File: src/rtl/id_hazard_ctrl.sv
// id_hazard_ctrl: scoreboard-based issue controller between decode and EX.
// Tracks destination registers of in-flight writers and stalls decode on
// RAW/WAW hazards. It also caps the number of outstanding writers and provides
// a drain handshake for CSR/fence sequencing.
// Optional feature macro: FORWARD_EN. When it is defined, only loads claim
// scoreboard entries, because EX/MEM bypass covers all other writers.
module id_hazard_ctrl #(
  parameter int NUM_REGS     = 32,
  parameter int MAX_INFLIGHT = 4,
  parameter int CNT_W        = 32
) (
  input  logic                clk_i,
  input  logic                rst_i,
  input  logic                id_valid_i,
  input  logic [4:0]          id_rs1_i,
  input  logic [4:0]          id_rs2_i,
  input  logic                id_use_rs1_i,
  input  logic                id_use_rs2_i,
  input  logic [4:0]          id_rd_i,
  input  logic                id_regwrite_i,
  input  logic                id_memread_i,
  input  logic                ex_ready_i,
  input  logic                flush_i,
  input  logic                wb_valid_i,
  input  logic [4:0]          wb_rd_i,
  input  logic                drain_req_i,
  output logic                id_stall_o,
  output logic                issue_o,
  output logic                drain_done_o,
  output logic [NUM_REGS-1:0] sb_busy_o,
  output logic [3:0]          inflight_cnt_o,
  output logic [CNT_W-1:0]    stall_cycles_o
);

  typedef enum logic [1:0] {
    ST_RUN   = 2'd0,
    ST_DRAIN = 2'd1,
    ST_DONE  = 2'd2
  } state_e;

  localparam logic [3:0]          MAX_CNT = 4'(MAX_INFLIGHT);
  localparam logic [NUM_REGS-1:0] ONE_HOT = {{(NUM_REGS-1){1'b0}}, 1'b1};

  state_e              state_q, state_d;
  logic [NUM_REGS-1:0] sb_busy_q, sb_busy_d;
  logic [3:0]          inflight_q, inflight_d;
  logic [CNT_W-1:0]    stall_cnt_q, stall_cnt_d;

  logic                hazard_s;
  logic                would_set_s;
  logic                full_s;
  logic                stall_s;
  logic                issue_s;
  logic                set_s;
  logic                clr_s;
  logic [NUM_REGS-1:0] set_mask_s;
  logic [NUM_REGS-1:0] clr_mask_s;

  // Hazard, capacity and issue decisions, evaluated against the registered scoreboard only
  always_comb begin
    hazard_s = (id_use_rs1_i & sb_busy_q[id_rs1_i]) |
               (id_use_rs2_i & sb_busy_q[id_rs2_i]) |
               (id_regwrite_i & sb_busy_q[id_rd_i]);
`ifdef FORWARD_EN
    would_set_s = id_regwrite_i & id_memread_i & (id_rd_i != 5'd0);
`else
    would_set_s = id_regwrite_i & (id_rd_i != 5'd0);
`endif
    full_s  = (inflight_q == MAX_CNT) & would_set_s;
    stall_s = id_valid_i & (hazard_s | full_s | ~ex_ready_i | (state_q != ST_RUN));
    issue_s = id_valid_i & ~stall_s & ~flush_i;
    set_s   = issue_s & would_set_s;
    clr_s   = wb_valid_i & (wb_rd_i != 5'd0) & sb_busy_q[wb_rd_i];
  end

  // Next scoreboard, in-flight count and stall counter; set and clear never target the same register
  always_comb begin
    if (set_s) begin
      set_mask_s = ONE_HOT << id_rd_i;
    end else begin
      set_mask_s = {NUM_REGS{1'b0}};
    end
    if (clr_s) begin
      clr_mask_s = ONE_HOT << wb_rd_i;
    end else begin
      clr_mask_s = {NUM_REGS{1'b0}};
    end
    sb_busy_d = ((sb_busy_q & ~clr_mask_s) | set_mask_s) & ~ONE_HOT;

    case ({set_s, clr_s})
      2'b10:   inflight_d = inflight_q + 4'd1;
      2'b01:   inflight_d = inflight_q - 4'd1;
      default: inflight_d = inflight_q;
    endcase

    if (stall_s && (stall_cnt_q != {CNT_W{1'b1}})) begin
      stall_cnt_d = stall_cnt_q + CNT_W'(1);
    end else begin
      stall_cnt_d = stall_cnt_q;
    end
  end

  // Drain sequencing: wait for all writers to retire, then hold DONE until the request drops
  always_comb begin
    state_d = state_q;
    case (state_q)
      ST_RUN: begin
        if (drain_req_i) begin
          state_d = ST_DRAIN;
        end else begin
          state_d = ST_RUN;
        end
      end
      ST_DRAIN: begin
        if (!drain_req_i) begin
          state_d = ST_RUN;
        end else if (inflight_q == 4'd0) begin
          state_d = ST_DONE;
        end else begin
          state_d = ST_DRAIN;
        end
      end
      ST_DONE: begin
        if (!drain_req_i) begin
          state_d = ST_RUN;
        end else begin
          state_d = ST_DONE;
        end
      end
      default: state_d = ST_RUN;
    endcase
  end

  // State registers; reset forgets every pending writeback
  always_ff @(posedge clk_i or posedge rst_i) begin
    if (rst_i) begin
      state_q     <= ST_RUN;
      sb_busy_q   <= {NUM_REGS{1'b0}};
      inflight_q  <= 4'd0;
      stall_cnt_q <= {CNT_W{1'b0}};
    end else begin
      state_q     <= state_d;
      sb_busy_q   <= sb_busy_d;
      inflight_q  <= inflight_d;
      stall_cnt_q <= stall_cnt_d;
    end
  end

  assign id_stall_o     = stall_s;
  assign issue_o        = issue_s;
  assign drain_done_o   = (state_q == ST_DONE);
  assign sb_busy_o      = sb_busy_q;
  assign inflight_cnt_o = inflight_q;
  assign stall_cycles_o = stall_cnt_q;

endmodule

File: config.mk
export PLATFORM = sky130hd
export DESIGN_NAME = id_hazard_ctrl
export DESIGN_NICKNAME = d
export VERILOG_FILES = /design/src/rtl/id_hazard_ctrl.sv
export SDC_FILE = /design/constraint.sdc
export NUM_CORES = 1
export LEC_CHECK = 0
export CORE_MARGIN = 10
export CORE_UTILIZATION = 52
export CTS_CLUSTER_SIZE = 12
export DETAILED_ROUTE_END_ITERATION = 10
export DONT_BUFFER_PORTS = 1
export GPL_ROUTABILITY_DRIVEN = 1
export PLACE_DENSITY_LB_ADDON = 0.12
export REMOVE_ABC_BUFFERS = 1
export SYNTH_ARGS = -nofsm -noshare
export SYNTH_HDL_FRONTEND = slang
export SYNTH_SLANG_ARGS = --single-unit
File: constraint.sdc
create_clock -name clk_i -period 6.3 [get_ports clk_i]
set_input_delay 0.63 -clock clk_i [delete_from_list [all_inputs] [get_ports clk_i]]
set_output_delay 0.63 -clock clk_i [all_outputs]
set_load 0.005 [all_outputs]
; ---- Yosys cells after proc, flatten, opt, wreduce, memory -nomap -nowiden
; Cells that the tools add are included.
[totals]
ff_bits = 69
input_bits = 31
out_inout_bits = 71
word_cells = 64
[classes]
addsub = 3
n_lt_le_gt_ge = 4
n_eq_ne = 6
shifts = 2
muxes = 16
bitwise_logic = 22
n_reduce_logical = 7
[op_table]
columns = cell, n
row1 = 32-bit 2-to-1 mux, 2
row2 = "1-bit by 5-bit left shift with 32-bit output, first input constant", 2
row3 = "32-bit by 1-bit adder with 32-bit output, second input constant", 1
row4 = 32-bit AND, 1
row5 = "32-bit != test, second input constant", 1
row6 = 32-bit NOT, 1
row7 = 32-bit OR, 1
row8 = "5-bit by 6-bit less-than comparator with 1-bit output, second input constant", 4
row9 = 1-bit binary-select mux with 5-bit select, 4
row10 = 1-bit AND, 11
row11 = 5-bit nonzero test, 2
row12 = 4-bit one-hot mux with 2 select lines, 1
row13 = 2-bit 2-to-1 mux, 3
row14 = 2-bit one-hot mux with 3 select lines, 1
row15 = 1-bit 2-to-1 mux, 5
row16 = 1-bit OR, 5
row17 = "4-bit by 1-bit adder with 4-bit output, second input constant", 1
row18 = "2-bit by 1-bit equality test with 1-bit output, second input constant", 2
row19 = "2-bit equality test, second input constant", 2
row20 = "4-bit by 3-bit equality test with 1-bit output, second input constant", 1
row21 = 4-bit logical NOT, 1
row22 = 2-bit nonzero test, 2
row23 = "4-bit by 1-bit subtractor with 4-bit output, second input constant", 1
row24 = 1-bit NOT, 3
row25 = other kinds (2), 2

; ---- Depth between registers and ports, before layout
; Gate-level depths: netlist of run 1.
[logic_depth]
ltp_word = 15
depth_mapped = 15
ltp_nobuf = 14

; ---- Worst setup path after synthesis of run 1
; OpenSTA, ideal clock, no wires.
[synth_timing]
path_kind = input -> register
start = in id_rd_i[1]
end = reg inflight_q[3], in the netlist inflight_cnt_o[3]
setup_ns = 0.125
t_arrival_ns = 3.859
slack_ns = 2.315
path_stages = 14
path_cell_list = buf_2 > mux4_2 > mux4_2 > nand2b_1 > and4_1 > nor4_4 > nand2_1 > ha_1 > ha_1 > a21o_1 > a21oi_1 > xnor2_1 > nor2_1 > xor2_1
[synth_between]
elab_chain_cells = 14
[synth_lines]
columns = element, line_no
row1 = "start, declared", 19  ; input logic [4:0] id_rd_i,
row2 = 1-bit binary-select mux with 5-bit select, 63  ; (id_regwrite_i & sb_busy_q[id_rd_i]);
row3 = 1-bit 2-to-1 mux (not written as such), 63
row4 = 1-bit AND, 63
row5 = 1-bit OR, 62  ; (id_use_rs2_i & sb_busy_q[id_rs2_i]) |
row6 = 1-bit OR (*) (3 in series), 70  ; stall_s = id_valid_i & (hazard_s | full_s | ~ex_ready_i | (state_q != ST_RUN));
row7 = 1-bit AND (*), 70
row8 = 1-bit NOT (*), 71  ; issue_s = id_valid_i & ~stall_s & ~flush_i;
row9 = 1-bit AND (*) (2 in series), 71
row10 = via issue_o, 28  ; output logic issue_o,
row11 = 1-bit AND (*), 72  ; set_s = issue_s & would_set_s;
row12 = 2-bit by 1-bit equality test with 1-bit output / 2-bit equality test (equally long branches), 90  ; case ({set_s, clr_s})
row13 = 4-bit one-hot mux with 2 select lines / 2-bit nonzero test (equally long branches), --
row14 = "end signal, assigned", 144  ; inflight_q <= inflight_d;
row15 = "end, declared", 46  ; logic [3:0] inflight_q, inflight_d;
; The timed path passes the listed nets; every way through them passes the cells marked *. The select of a mux whose other input is x is not followed.
; A chain may end at the register's enable or synchronous reset.

; ---- Final worst setup path of run 1
[layout_timing]
start = reg sb_busy_q[31], in the netlist sb_busy_o[31]
end = reg inflight_q[3], in the netlist inflight_cnt_o[3]
[layout_between]
elab_chain_cells = 15
[layout_lines]
columns = element, line_no
row1 = "start, declared", 45  ; logic [NUM_REGS-1:0] sb_busy_q, sb_busy_d;
row2 = "start signal, assigned", 138  ; sb_busy_q <= {NUM_REGS{1'b0}};
row3 = "start signal, assigned", 143  ; sb_busy_q <= sb_busy_d;
row4 = "1-bit binary-select mux with 5-bit select, on equally long branches", "61, 62"
row5 = "1-bit 2-to-1 mux, on equally long branches", "61, 62"
row6 = "1-bit AND, on equally long branches", "61, 62"
row7 = 1-bit OR, 61  ; hazard_s = (id_use_rs1_i & sb_busy_q[id_rs1_i]) |
row8 = 1-bit OR (*), 62
row9 = 1-bit OR (*) (3 in series), 70
row10 = 1-bit AND (*), 70
row11 = 1-bit NOT (*), 71
row12 = 1-bit AND (*) (2 in series), 71
row13 = via issue_o, 28
row14 = 1-bit AND (*), 72
row15 = 2-bit by 1-bit equality test with 1-bit output / 2-bit equality test (equally long branches), 90
row16 = 4-bit one-hot mux with 2 select lines / 2-bit nonzero test (equally long branches), --
; Marks and branches as above.

==> results by group, run 1 <==
Outcome
  – Status: finished clean

Synth
  – Ys flop type: dfrtp_1
  – Part of the Yosys area used for sequential elements: 0.3893
  – Post-synth top area cell: dfrtp_1
  – EDFF count, synth: 0
  – Average size of a mapped cell: 10.06 sq um
  – Main area contributors after synthesis: dfrtp_1, mux4_2, xor2_1
  – Post-synth top area share: 0.3893
  – Cell variety after synth: 55
  – Number of synthesized register bits: 69
  – Yosys warns: 0
  – Synth Instances: 441
  – Mapped Area: 4436 sq um
  – Most common cell in the netlist: dfrtp_1
  – Most common library cells after synthesis: dfrtp_1, o21ai_0, o21ai_1
  – Asr flop ratio synth: 1.000

Global route
  – Largest net degree at the start of global routing: 70
  – Vias in the first global route: 3810
  – GRT Total Usage: 0.1954
  – Met1 Resource Use GR: 0.2386
  – GRT Residual Overflow: 0
  – GRT Max-Usage Layer: met2
  – Global-route track usage on met2: 0.3094
  – Global-route wire length before repair: 20400 microns
  – Initial antenna violation count: 0
  – Global routing usage on met3: 0.07188

Floorplan
  – Starting Density: 0.5371
  – Die ar.: 12620 sq um
  – Chip Height: 112.4 microns
  – Die Width: 112.4 microns
  – Core area: 8258 sq um
  – IO Pins: 102
  – Row cnt: 33

Clock tree
  – Post-CTS Resized: 0
  – Clock transition at path regs: 0.07 ns
  – CTS H-Tree Depth: 3
  – Clock sink total: 69
  – CTS root buffer: clkbuf_8
  – Setup Fix Bufs, Post-CTS: 0
  – Worst skew pair latency: 0.34 ns
  – TritonCTS clock tree: built
  – CTS Buf Count: 9
  – Hold-fix buffers, CTS: 0
  – Maximum clock insertion buffer count: 2

Worst hold path
  – Worst Hold Launch: drain_req_i
  – Hold Crit Depth: 1
  – Worst Hold End: state_q[1]$_DFF_PP0_
  – Hold Crit Class: in -> reg

Pwr
  – Total power: 1200 uW
  – PwrDens: 254.1 nW/um^2
  – Leakage: 0.001914 uW
  – Maximum VDD drop: 0.1862 mV

Cells and area
  – Fill cells: 776
  – Fin nets: 469
  – Area grow syn2layout: 6.516%
  – ANT cells: 0
  – Fraction of layout cells with a size suffix above 1: 0.1279
  – Final Cell Area: 4725 sq um

STA
  – Worst slew pin tran: 0.8749 ns
  – Tcrit/Tclk final: 0.6236
  – Final slew viol count: 0
  – Achievable frequency: 254.5 MHz
  – Final setup viols: 0
  – Final hold viol count: 0
  – Setup_tns: 0 ns
  – RSZ-0062 raised after global routing: no
  – Slew Limit Headroom: 0.4168
  – Period minus WS final: 3.929 ns
  – Clk_skew: 0.01012 ns
  – Fin Hold WS: 0.4175 ns

Critical path
  – CP Capture Type: flip-flop
  – Crit path max-delay cell type: nor4_4
  – Max incr delay on CP: 0.66 ns
  – R2R setup slack: 2.37 ns
  – Worst EP arrival: 4.15 ns
  – Worst EP required: 6.52 ns
  – Crit-path cells: mux4_2 -> mux4_2 -> nand2b_1 -> and4_1 -> nor4_4 -> nand2_1 -> ha_1 -> ha_1 -> a21o_1 -> a21oi_1 -> xnor2_1 -> nor2_1 -> xor2_1
  – Buf+Inv Stages, Crit Path: 0
  – CP Launch Type: flip-flop
  – Reg2reg start: sb_busy_o[31]$_DFF_PP0_
  – Reg2reg end: inflight_cnt_o[3]$_DFFE_PP0P_
  – Critical path class: reg -> reg
  – Worst r2r path cells: 13
  – Cell family with most CP delay: simple AND/OR/NAND/NOR gates
  – CP Max Fanout: 10

Run
  – Max cap viols: 0

Detailed routing
  – DRC: 0
  – Post-route ant nets: 0
  – Post-Route WL: 12510 microns
  – Total number of vias: 3624
  – Vias/cell: 6.674
  – Iteration-0 DRC Markers: 285
  – First drt pass iteration count: 5
  – Drt wl/cell: 23.04 microns

Placement
  – GPL Wtd Cong: 0.9362
  – Hpwl dp: 9353 microns
  – Dpl cell area: 4509 sq um
  – PortBufs: 0
## registers in the layout, indices dropped and copies added (netlist names)
| name | flops |
|---|---|
| inflight_cnt_o | 4 |
| state_q | 2 |
| sb_busy_o | 31 |
| stall_cycles_o | 32 |
## metal layers
layer | routed length (microns) | vias to the layer above
li1 | - | 1623
met1 | 4887 | 1805
met2 | 5940 | 175
met3 | 1458 | 21
met4 | 224 | 0
met5 | 0 | -
## worst max path at each step
stage | startpoint | to | slack, ns | cells past startpoint
after floorplan | id_rd_i[1] | id_stall_o | 2.42 | 6
after global placement | id_rd_i[1] | inflight_cnt_o[3]$_DFFE_PP0P_ | 2.22 | 13
after detailed placement | id_rd_i[1] | inflight_cnt_o[3]$_DFFE_PP0P_ | 2.21 | 13
after CTS | sb_busy_o[31]$_DFF_PP0_ | inflight_cnt_o[3]$_DFFE_PP0P_ | 2.36 | 13
after global routing | sb_busy_o[31]$_DFF_PP0_ | inflight_cnt_o[3]$_DFFE_PP0P_ | 2.14 | 13
final | sb_busy_o[31]$_DFF_PP0_ | inflight_cnt_o[3]$_DFFE_PP0P_ | 2.37 | 13
## cell type report
cell class | instances | area (sq um) | share of cell area
Tap cell | 105 | 131.4 | 0.02781
Multi-Input combinational cell | 333 | 2565 | 0.5429
Inverter | 17 | 63.81 | 0.01351
Timing Repair Buffer | 3 | 22.52 | 0.004767
Clock inverter | 6 | 87.58 | 0.01854
Sequential cell | 69 | 1727 | 0.3655
Clock buffer | 10 | 127.6 | 0.02701
## report_power, final
part	leakage (uW)	switching [uW]	internal [uW]
sequential	0.000878	96.6	504
combinational	0.000938	110	100
clock	0.0000985	167	222
total	0.00191	373	827
## metrics by stage
step	setup slack (ns)	std cells	util
global placement	2.219	527	0.5461
CTS	2.358	543	0.5721
finish	2.371	543	0.5721
detailed placement	2.207	527	0.5461
floorplan	2.418	419	-
global route	2.145	543	0.5721
## cell usage in the layout (no fill, tap or decap), types with 14 or more instances in the layout
cell and n:
dfrtp_1 69, o21ai_0 34, o21ai_1 31, xor2_1 30, nand2_1 28, mux4_2 21
mux2i_1 20, nand3_1 20, inv_1 16, nor4_1 15, nor3_1 14, nor2b_1 14
## logic make-up after synthesis
logic type / after synthesis / synth area share
simple gates: 152 / 0.1969
compound gates: 91 / 0.1205
flops: 69 / 0.3893
mux: 49 / 0.1721
buf+inv: 39 / 0.03554
xor+xnor: 35 / 0.06911
fa+ha+maj: 5 / 0.01580
other cells: 1 / 0.0008455
Note: power is estimated with default switching activity, not from simulation.
==> run 2: changes to the inputs <==
Clock period 6.3 ns to 3.5 ns, I/O delays scaled along.
==> results by group, run 2 (synthesized netlist as in run 1, its figures left out) <==
Global route
  – Largest net degree at the start of global routing: 40 (-43%)
  – GRT Total Usage: 0.1991 (+0.003746)
  – Vias in the first global route: 3702 (-2.8%)
  – Global-route wire length before repair: 20600 microns (+0.98%)
  – Initial antenna violation count: 0 (unchanged)
  – GRT Residual Overflow: 0 (unchanged)

Critical path
  – Worst EP required: 3.73 ns (-2.79 ns)
  – CP Max Fanout: 3 (-7)
  – Critical path class: reg -> reg
  – CP Launch Type: flip-flop
  – CP Capture Type: flip-flop
  – Worst EP arrival: 3.55 ns (-0.60 ns)

STA
  – Final setup viols: 0 (unchanged)
  – Tcrit/Tclk final: 0.9483 (+0.3247)
  – Slew Limit Headroom: 0.4669 (+0.05019)
  – Period minus WS final: 3.319 ns (-0.6099 ns)
  – RSZ-0062 raised after global routing: no
  – Achievable frequency: 301.3 MHz (+18%)
  – Setup_tns: 0 ns (unchanged)
  – Final hold viol count: 0 (unchanged)
  – Clk_skew: 0.01193 ns (+0.001808 ns)
  – Fin Hold WS: 0.02732 ns (-0.3902 ns)
  – Worst slew pin tran: 0.7984 ns (-0.07644 ns)
  – Final slew viol count: 0 (unchanged)

Clock tree
  – Maximum clock insertion buffer count: 2 (unchanged)
  – Clock transition at path regs: 0.08 ns (about the same)
  – CTS root buffer: clkbuf_8
  – Clock sink total: 69 (unchanged)
  – TritonCTS clock tree: built
  – Hold-fix buffers, CTS: 0 (unchanged)
  – Worst skew pair latency: 0.35 ns (about the same)
  – CTS H-Tree Depth: 3 (unchanged)
  – CTS Buf Count: 9 (unchanged)

Cells and area
  – Fraction of layout cells with a size suffix above 1: 0.1725 (+0.04464)
  – Finished Core Util: 0.5903 (+0.01818)
  – ANT cells: 0 (unchanged)
  – Area grow syn2layout: 9.901%
  – Most common cell after layout, fill and taps aside: dfrtp_1
  – Multi-input gate area: 2579 sq um (+0.54%)
  – Number of flip-flops under the largest register name: 32 (unchanged)
  – Fill cells: 729 (-6.1%)
  – Register area: 1727 sq um (unchanged)
  – Final Cell Area: 4875 sq um (+3.2%)
  – Fin nets: 489 (+4.3%)
  – Commonest cells after routing, fill and taps aside: dfrtp_1, o21ai_0, o21ai_1

Pwr
  – Sequential Power Share: 0.497 (-0.004)
  – Total power: 2139 uW (+78%)
  – Switch Pwr: 684.8 uW (+83%)
  – PwrDens: 438.9 nW/um^2 (+73%)
  – Sw frac: 0.3201 (+0.009058)
  – Leakage: 0.002025 uW (+5.8%)
  – Maximum VDD drop: 0.3353 mV (+80%)
  – Clock power share: 0.307 (-0.017)
  – Logic pwr share: 0.195 (+0.020)
  – Internal: 1455 uW (+76%)

Detailed routing
  – Drt wl/cell: 22.71 microns (-1.4%)
  – DRC: 0 (unchanged)
  – First drt pass iteration count: 5 (unchanged)
  – Post-Route WL: 12780 microns (+2.2%)
  – Total number of vias: 3689 (+1.8%)
  – Iteration-0 DRC Markers: 298 (+4.6%)
  – Vias/cell: 6.552 (-1.8%)
  – Post-route ant nets: 0 (unchanged)

Outcome
  – Status: finished clean

Placement
  – GPL Wtd Cong: 0.9181 (-1.9%)
  – PortBufs: 0 (unchanged)
  – Hpwl dp: 9822 microns (+5.0%)
  – Dpl cell area: 4659 sq um (+3.3%)

Floorplan
  – Chip Height: 112.4 microns (unchanged)
  – Die Width: 112.4 microns (unchanged)
  – Starting Density: 0.5371 (unchanged)
  – Die ar.: 12620 sq um (unchanged)
  – Row cnt: 33 (unchanged)
  – Core area: 8258 sq um (unchanged)
  – IO Pins: 102 (unchanged)

Run
  – Max cap viols: 0 (unchanged)

Worst hold path
  – Hold Crit Class: in -> async
-- run 2: path summary, 6_finish.rpt --
check                                         from                             end  slack [ns]  cells past startpoint
max in group asynchronous                    rst_i          sb_busy_o[8]$_DFF_PP0_        2.55                      2
hold reg to reg               state_q[1]$_DFF_PP0_            state_q[0]$_DFF_PP0_        0.48                      1
hold / removal                               rst_i  stall_cycles_o[30]$_DFFE_PP0P_        0.03                      1
setup / recovery           sb_busy_o[22]$_DFF_PP0_   inflight_cnt_o[3]$_DFFE_PP0P_        0.18                     13
setup reg to reg           sb_busy_o[22]$_DFF_PP0_   inflight_cnt_o[3]$_DFFE_PP0P_        0.18                     13
min in group clk_i                     drain_req_i            state_q[1]$_DFF_PP0_        0.12                      1
-- run 2: power groups by stage --
| stage | Sequential, uW | Clock [uW] | Combinational [uW] |
|---|---|---|---|
| 2_1_floorplan | 1040 | 0 | 309 |
| 3_3_place_gp | 1080 | 0 | 403 |
| 3_5_place_dp | 1090 | 0 | 411 |
| 4_1_cts | 1070 | 675 | 416 |
| 5_1_grt | 1090 | 705 | 475 |
| 6_report | 1060 | 658 | 418 |
-- run 2: what timing repair did --
action	4_1_cts	5_1_grt
endpoints found under the hold margin	0	0
gates resized for setup	0	4
setup buffers	0	0
setup endpoints to repair	0	1
-- run 2: through the flow --
stage / std cells / setup slack, ns
after floorplan: 419 / -0.01883
after global placement: 547 / 0.05808
after detailed placement: 547 / 0.04015
after CTS: 563 / 0.02338
after global routing: 563 / 0.003238
final: 563 / 0.1809
-- run 2: critical path, cell delays in order, from the launching register on --
cell	delay, ns
dfrtp_1	0.38
mux4_2	0.48
mux4_2	0.46
nand2b_1	0.15
and4_1	0.26
nor4_4	0.17
nand2_1	0.12
ha_1	0.23
ha_1	0.28
a21o_1	0.19
a21oi_2	0.16
xnor2_1	0.13
nor2_1	0.07
xor2_1	0.14
-- run 2: area by class of cell --
type                    instances  share of cell area
multi-input cells             333              0.5290
flip-flops and latches         69              0.3542
repair buffers                 23             0.03542
clock buffers                  11             0.02900
well taps                     105             0.02695
inverters                      17             0.01309
clock inverters                 5             0.01232
-- run 2: routing by layer --
| metal | up-vias | global-route usage | routed length [microns] |
|---|---|---|---|
| met5 | - | 0 | 0 |
| met4 | 0 | 0.07953 | 270 |
| met3 | 24 | 0.05698 | 1559 |
| met2 | 189 | 0.3105 | 6041 |
| met1 | 1812 | 0.2549 | 4912 |
| li1 | 1664 | - | - |
